===== src/rtl/operand_fetch_unit.sv =====
// Register file read side: 8x16 regs, writeback bypass, busy-bit RAW/WAW hold, one registered output stage.
// Latency: an instruction firing at edge N is presented in cycle N+1; in_ready drops on a hazard or a stalled output.
module operand_fetch_unit #(
    parameter int DATA_WIDTH = 16,
    parameter int NUM_REGS   = 8
) (
    input  logic                  clk,
    input  logic                  rst,
    input  logic                  in_valid,
    output logic                  in_ready,
    input  logic [2:0]            rs1,
    input  logic [2:0]            rs2,
    input  logic [2:0]            rd,
    input  logic                  has_wb,
    output logic                  out_valid,
    input  logic                  out_ready,
    output logic [DATA_WIDTH-1:0] op1,
    output logic [DATA_WIDTH-1:0] op2,
    output logic [2:0]            out_rd,
    output logic                  out_has_wb,
    input  logic                  wb_en,
    input  logic [2:0]            wb_rd,
    input  logic [DATA_WIDTH-1:0] wb_data,
    output logic [15:0]           stall_count
);

    logic [DATA_WIDTH-1:0] regs_q [NUM_REGS];
    logic [DATA_WIDTH-1:0] regs_d [NUM_REGS];
    logic [NUM_REGS-1:0]   busy_q, busy_d;
    logic                  out_valid_q, out_valid_d;
    logic [DATA_WIDTH-1:0] op1_q, op1_d, op2_q, op2_d;
    logic [2:0]            out_rd_q, out_rd_d;
    logic                  out_has_wb_q, out_has_wb_d;
    logic [15:0]           stall_count_q, stall_count_d;

    logic [NUM_REGS-1:0]   wb_clr, iss_set, eff_busy;
    logic                  hazard, fire;
    logic [DATA_WIDTH-1:0] op1_nxt, op2_nxt;

    always_comb begin
        wb_clr = '0;
        for (int i = 0; i < NUM_REGS; i++) begin
            wb_clr[i] = wb_en && (wb_rd == 3'(i));
        end
    end

    // A writeback landing this cycle resolves the hazard in this same cycle.
    always_comb begin
        eff_busy = busy_q & ~wb_clr;
        hazard   = eff_busy[rs1] | eff_busy[rs2] | (has_wb & eff_busy[rd]);
        in_ready = !hazard && (!out_valid_q || out_ready);
        fire     = in_valid && in_ready;
    end

    always_comb begin
        op1_nxt = (wb_en && wb_rd == rs1) ? wb_data : regs_q[rs1];
        op2_nxt = (wb_en && wb_rd == rs2) ? wb_data : regs_q[rs2];
    end

    // Issue set beats writeback clear so a WAW re-issue keeps the register busy.
    always_comb begin
        iss_set = '0;
        for (int i = 0; i < NUM_REGS; i++) begin
            iss_set[i] = fire && has_wb && (rd == 3'(i));
            regs_d[i]  = wb_clr[i] ? wb_data : regs_q[i];
        end
        busy_d = iss_set | eff_busy;
    end

    always_comb begin
        out_valid_d  = out_valid_q;
        op1_d        = op1_q;
        op2_d        = op2_q;
        out_rd_d     = out_rd_q;
        out_has_wb_d = out_has_wb_q;
        if (fire) begin
            out_valid_d  = 1'b1;
            op1_d        = op1_nxt;
            op2_d        = op2_nxt;
            out_rd_d     = rd;
            out_has_wb_d = has_wb;
        end else if (out_ready) begin
            out_valid_d = 1'b0;
        end
    end

    always_comb begin
        stall_count_d = stall_count_q;
        if (in_valid && !in_ready && stall_count_q != 16'hFFFF) begin
            stall_count_d = stall_count_q + 16'd1;
        end
    end

    always_ff @(posedge clk or posedge rst) begin
        if (rst) begin
            for (int i = 0; i < NUM_REGS; i++) begin
                regs_q[i] <= '0;
            end
            busy_q        <= '0;
            out_valid_q   <= 1'b0;
            op1_q         <= '0;
            op2_q         <= '0;
            out_rd_q      <= '0;
            out_has_wb_q  <= 1'b0;
            stall_count_q <= '0;
        end else begin
            for (int i = 0; i < NUM_REGS; i++) begin
                regs_q[i] <= regs_d[i];
            end
            busy_q        <= busy_d;
            out_valid_q   <= out_valid_d;
            op1_q         <= op1_d;
            op2_q         <= op2_d;
            out_rd_q      <= out_rd_d;
            out_has_wb_q  <= out_has_wb_d;
            stall_count_q <= stall_count_d;
        end
    end

    assign out_valid   = out_valid_q;
    assign op1         = op1_q;
    assign op2         = op2_q;
    assign out_rd      = out_rd_q;
    assign out_has_wb  = out_has_wb_q;
    assign stall_count = stall_count_q;

endmodule


===== config.mk =====
export PLATFORM = sky130hd
export DESIGN_NAME = operand_fetch_unit
export DESIGN_NICKNAME = d
export VERILOG_FILES = /design/src/rtl/operand_fetch_unit.sv
export SDC_FILE = /design/constraint.sdc
export NUM_CORES = 1
export LEC_CHECK = 0
export CORE_MARGIN = 4
export CORE_UTILIZATION = 63
export CTS_BUF_LIST = sky130_fd_sc_hd__clkbuf_16
export CTS_CLUSTER_DIAMETER = 40
export DETAILED_ROUTE_END_ITERATION = 8
export GPL_ROUTABILITY_DRIVEN = 1
export PLACE_DENSITY_LB_ADDON = 0.08
export SLEW_MARGIN = 0
export SYNTH_ARGS = -nofsm -noshare
export SYNTH_HDL_FRONTEND = slang
export SYNTH_SLANG_ARGS = --single-unit

===== constraint.sdc =====
create_clock -name clk -period 19.2 [get_ports clk]
set_clock_uncertainty 0.15 [all_clocks]
set_input_delay 3.84 -clock clk [delete_from_list [all_inputs] [get_ports clk]]
set_output_delay 3.84 -clock clk [all_outputs]
set_load 0.1 [all_outputs]

==> results.json, run 1 <==
{
  "crit_fanout": 19,
  "combPwrFrac_pct": 44.5,
  "crit_type": "in2out",
  "cp.arrival_ps": 8210,
  "synth_area_per_cell_sq_um": 12.5,
  "start_util_pct": 64.3,
  "clock_sinks": 189,
  "ys.flop_type": "dfrtp_1",
  "crit_chain": "clkdlybuf4s50_1, nand4bb_1, a32oi_1, o311a_1, nand4_1, nor3_1, clkdlybuf4s50_1",
  "maxSlewHeadroom_pct": 31.3,
  "crit_family": "buffers and inverters",
  "clock_latency_ps": 430,
  "syn-cell-area_sq_um": 10300,
  "drt-initial-drc-count": 829,
  "tns_ps": 0,
  "synth-seq-area-share_pct": 46.1,
  "antennaDiodeCount": 0,
  "postCtsSetupBuffers": 0,
  "wl_per_cell_um": 22.9,
  "detailed_place_hpwl_um": 15300,
  "cts_tree": "done",
  "grt_max_degree": 69,
  "clock_power_share_pct": 19.9,
  "crit_top_cell": "clkdlybuf4s50_1",
  "io_buffers": 87,
  "cp.buffers_inverters": 2,
  "num_vias": 7146,
  "drive_gt1_share_pct": 29.1,
  "leakage_nw": 5.04,
  "hold_viol": 0,
  "synth_edf_count": 0,
  "cts_buffers": 17,
  "min_period_ps": 12200,
  "synthArstFlopShare_pct": 100,
  "cp-start-kind": "primary input",
  "syn_inst": 821,
  "ant_nets": 0,
  "postCtsHoldBufs": 0,
  "yosysWarnings": 0,
  "worstPathRequired_ps": 15210,
  "fin_nets": 905,
  "core.rowCount": 46,
  "power_frac_seq_pct": 35.6,
  "p_int_mw": 0.933,
  "vias_per_cell": 6.51,
  "switching_power_mw": 0.712,
  "antenna_found_initial": 0,
  "dieWidth_um": 136,
  "synth_cell_type_count": 58,
  "rsz0062_at_grt": "no",
  "routed_wl_um": 25200,
  "swShare_pct": 43.3,
  "dieArea_sq_um": 18400,
  "power.density_nw_per_um2": 140,
  "finalCritPeriodShare_pct": 63.5,
  "hold_path.class": "reg2reg",
  "drv_cap": 0,
  "irDropWorstVdd_uv": 151,
  "grt.overflow.total": 0,
  "grt_first_pass_wirelength_um": 41200,
  "die_h_um": 136,
  "ys_ff_latch": 189,
  "grt_pass1_vias": 7654,
  "area_growth_pct": 14.5,
  "drv_slew": 0,
  "drc": 0,
  "io_pins": 88,
  "synth_nets": 856,
  "critPathSlowestCell": "clkdlybuf4s50_1",
  "place.gp.congestion": 0.883,
  "whs_ps": 357,
  "setup.worst_path.end_class": "primary output",
  "post_cts_resized": 0,
  "drt_first_pass_iters": 6,
  "nFillCells": 1072,
  "core_area_sq_um": 15900,
  "setup_violations": 0,
  "clk_pin_slew_ps": 60,
  "grt_usage_pct": 29.0,
  "cts_max_path_buffers": 2,
  "cp_slowest_stage_delay_ps": 1230,
  "max_freq_mhz": 82.0,
  "htreeDepth": 4,
  "tightestPinTransition_ps": 1030,
  "status": "finished, final reports clean",
  "ctsRootBufferMaster": "clkbuf_16"
}
[area by class of cell]
type	count	area [sq um]	area share (%)
Timing Repair Buffer	102	973	8.30
Multi-Input combinational cell	552	5190	44.3
Inverter	8	35.0	0.299
Clock inverter	14	106	0.906
Sequential cell	189	4730	40.3
Tap cell	216	270	2.30
Clock buffer	17	425	3.63
[synthesized netlist by cell type, drive strengths merged, types with 8 or more instances]
master  number  area [sq um]
nand2      118           443
clkbuf      51           191
nor2        39           146
mux2       136          1640
dfrtp      189          4730
a21oi       36           180
mux4        65          1460
nand4       15          93.8
mux2i       32           320
o21ai        8          40.0
inv          8          30.0
nand2b       8          50.1
nand3       14          75.1
buf         21           141
[layout by cell type, fill, tap and decap left out, types with 17 or more instances in the layout]
cell	count
dfrtp_1	189
nand2_1	118
mux2_2	105
clkdlybuf4s50_1	85
mux4_2	65
nor2_1	39
a21oi_1	36
mux2i_1	32
mux2_4	30
clkbuf_16	17
[power by group through the flow]
stage,Clock [mW],Sequential [mW],Combinational [mW]
after floorplan,0,0.892,0.256
after global placement,0,0.576,0.720
after detailed placement,0,0.587,0.731
after CTS,0.330,0.583,0.736
after global routing,0.345,0.599,0.767
final,0.327,0.585,0.733
[final timing paths]
| check | from | cells after the start | slack [ps] | to |
|---|---|---|---|---|
| worst max-delay path | wb_rd[1] | 7 | 7000 | in_ready |
| worst min-delay path | regs_q[107]$_DFFE_PP0P_ | 2 | 360 | regs_q[107]$_DFFE_PP0P_ |
| worst max register to register | busy_q[2]$_DFF_PP0_ | 6 | 16070 | op2[9]$_DFFE_PP0P_ |
| worst min register to register | regs_q[107]$_DFFE_PP0P_ | 2 | 360 | regs_q[107]$_DFFE_PP0P_ |
| max in group asynchronous | rst | 3 | 13970 | regs_q[56]$_DFFE_PP0P_ |
| min in group asynchronous | rst | 2 | 3690 | op1[1]$_DFFE_PP0P_ |
[worst min-delay path, delay by kind of cell, from the launching register on]
family | cells | cell delay [ps]
flip-flops | 1 | 360
AND/OR/NAND/NOR | 2 | 110
[cells by family (layout without fill, tap and decap cells)]
logic type / Yosys count / in the layout / share of synthesized area [%]
simple gates: 227 / 227 / 10.7
flops: 189 / 189 / 46.1
fa+ha+maj: 1 / 1 / 0.122
compound gates: 79 / 79 / 5.08
buf+inv: 80 / 141 / 3.54
mux: 233 / 233 / 33.4
xor+xnor: 12 / 12 / 1.03
[per-layer routing]
layer  vias to the layer above  track usage (%)  routed length (um)
met1                      3650             38.1               10200
met2                       313             48.6               12600
met3                        59             6.32                1790
li1                       3124                -                   -
met4                         0             8.96                 571
met5                         -                0                   0
[registers in the layout, summed over array words and instances (netlist names)]
name,flops
out_has_wb,1
out_valid,1
busy_q,8
regs_q,128
out_rd,3
stall_count,16
op1,16
op2,16
[through the flow]
step / util (%) / cells / cell area (sq um) / total power [mW] / setup slack (ps)
after global routing: 73.6 / 1098 / 11700 / 1.71 / 6730
after CTS: 73.6 / 1098 / 11700 / 1.65 / 7110
after floorplan: - / 821 / 10300 / 1.15 / 8020
after detailed placement: 70.3 / 1067 / 11200 / 1.32 / 7110
after global placement: 70.3 / 1067 / 11200 / 1.30 / 7240
final: 73.6 / 1098 / 11700 / 1.64 / 7000
(Power assumes the default switching activity.)
==> inputs of run 2 (changes only) <==
Settings changed: CORE_UTILIZATION 63 to 53.
Clock period 19.2 ns to 9.8 ns, I/O delays scaled along.
==> results.json, run 2 (synthesis gave the netlist of run 1 again) <==
{
  "cp.buffers_inverters": 2,
  "clock_power_share_pct": 19.7,
  "combPwrFrac_pct": 44.7,
  "worstPathRequired_ps": 7690,
  "clk_pin_slew_ps": 70,
  "wl_per_cell_um": 21.9,
  "ant_nets": 0,
  "postCtsHoldBufs": 0,
  "power_frac_seq_pct": 35.6,
  "swShare_pct": 43.6,
  "antennaDiodeCount": 0,
  "power.density_nw_per_um2": 271,
  "max_freq_mhz": 121,
  "routed_wl_um": 25100,
  "top_register": "regs_q",
  "area_growth_pct": 15.1,
  "tns_ps": 0,
  "rsz0062_at_grt": "no",
  "postCtsSetupBuffers": 0,
  "cp.arrival_ps": 6170,
  "crit_top_cell": "clkdlybuf4s50_1",
  "nFillCells": 1466,
  "grt_first_pass_wirelength_um": 40600,
  "core.rowCount": 50,
  "tightestPinTransition_ps": 1130,
  "start_util_pct": 54.3,
  "die_h_um": 147,
  "crit_chain": "clkdlybuf4s50_1, nand4b_2, a32oi_1, o311a_1, nand4_1, nor3_1, clkdlybuf4s50_1",
  "multi_input_area_sq_um": 5200,
  "grt_pass1_vias": 7330,
  "irDropWorstVdd_uv": 176,
  "largest_reg_flops": 128,
  "crit_type": "in2out",
  "power_mw": 3.20,
  "final_cell_mix": "189 x dfrtp_1, 118 x nand2_1, 105 x mux2_2",
  "io_pins": 88,
  "place_ws_ps": 1570,
  "drt-initial-drc-count": 546,
  "grt.overflow.total": 0,
  "setup_violations": 0,
  "fin_nets": 907,
  "fin_util_pct": 62.5,
  "drv_cap": 0,
  "drt_first_pass_iters": 5,
  "switching_power_mw": 1.39,
  "hold_viol": 0,
  "crit_fanout": 19,
  "maxSlewHeadroom_pct": 24.8,
  "cp_slowest_stage_delay_ps": 1240,
  "crit_family": "buffers and inverters",
  "hold_path.class": "reg2reg",
  "grt_max_degree": 105,
  "layout_commonest_cell": "dfrtp_1",
  "clock_sinks": 189,
  "detailed_place_hpwl_um": 15800,
  "critPathSlowestCell": "clkdlybuf4s50_1",
  "cts_tree": "done",
  "place.gp.congestion": 0.908,
  "dieWidth_um": 147,
  "cts_max_path_buffers": 2,
  "drc": 0,
  "place_area_sq_um": 11300,
  "htreeDepth": 4,
  "drive_gt1_share_pct": 29.6,
  "status": "finished, final reports clean",
  "leakage_nw": 5.04,
  "drv_slew": 0,
  "min_period_ps": 8280,
  "seq_area_sq_um": 4730,
  "fin_ws_ps": 1520,
  "dieArea_sq_um": 21600,
  "cts_buffers": 17,
  "finalInstanceArea_sq_um": 11800,
  "finalCritPeriodShare_pct": 84.5,
  "vias_per_cell": 6.18,
  "post_cts_resized": 0,
  "io_buffers": 87,
  "num_vias": 7075,
  "cp-start-kind": "primary input",
  "ctsRootBufferMaster": "clkbuf_16",
  "antenna_found_initial": 0,
  "setup.worst_path.end_class": "primary output",
  "core_area_sq_um": 18900,
  "p_int_mw": 1.81,
  "grt_usage_pct": 23.7,
  "clock_latency_ps": 420
}
[run 2: changes by cell type in the layout (fill, tap and decap cells not counted), sizes merged]
cell / previous run / this run
buf: 17 / 20
bufinv: 1 / 0
clkdlybuf4s50: 85 / 84
clkinv: 7 / 8
clkinvlp: 1 / 2
[run 2: worst min-delay path, stage by stage (launching register included)]
cell	delay [ps]
dfrtp_1	350
nand2_1	50
nand2_1	60
[run 2: metrics by stage]
step / hold slack [ps] / instances
finish: 346 / 1145
global route: 378 / 1145
CTS: 345 / 1145
detailed placement: 328 / 1113
global placement: 319 / 1113
floorplan: 307 / 821
[run 2: worst paths after layout]
check | start | to | slack, ps | depth (start not counted)
hold / removal | regs_q[82]$_DFFE_PP0P_ | regs_q[82]$_DFFE_PP0P_ | 350 | 2
max in group asynchronous | rst | stall_count[2]$_DFFE_PP0P_ | 5870 | 3
setup reg to reg | busy_q[2]$_DFF_PP0_ | op2[9]$_DFFE_PP0P_ | 6790 | 6
setup / recovery | wb_rd[0] | in_ready | 1520 | 7
hold reg to reg | regs_q[82]$_DFFE_PP0P_ | regs_q[82]$_DFFE_PP0P_ | 350 | 2
min in group asynchronous | rst | regs_q[62]$_DFFE_PP0P_ | 1950 | 2
[run 2: area by class of cell]
class	instances	area share, %
Clock buffer	17	3.61
Clock inverter	15	0.827
Inverter	8	0.297
Multi-Input combinational cell	552	44.1
Sequential cell	189	40.1
Tap cell	260	2.76
Timing Repair Buffer	104	8.33
[run 2: power by group through the flow]
stage	combinational, mW	sequential [mW]	clock, mW
6_report	1.43	1.14	0.631
5_1_grt	1.49	1.17	0.678
4_1_cts	1.44	1.14	0.643
3_5_place_dp	1.44	1.15	0
3_3_place_gp	1.42	1.13	0
2_1_floorplan	0.502	1.75	0
[run 2: per-layer routing]
layer / global-route usage (%) / vias up / share of wire [%]
met5: 0 / - / 0
met4: 5.68 / 0 / 1.0
met3: 3.64 / 22 / 5.2
met2: 38.4 / 251 / 49
met1: 34.1 / 3682 / 45
li1: - / 3120 / -
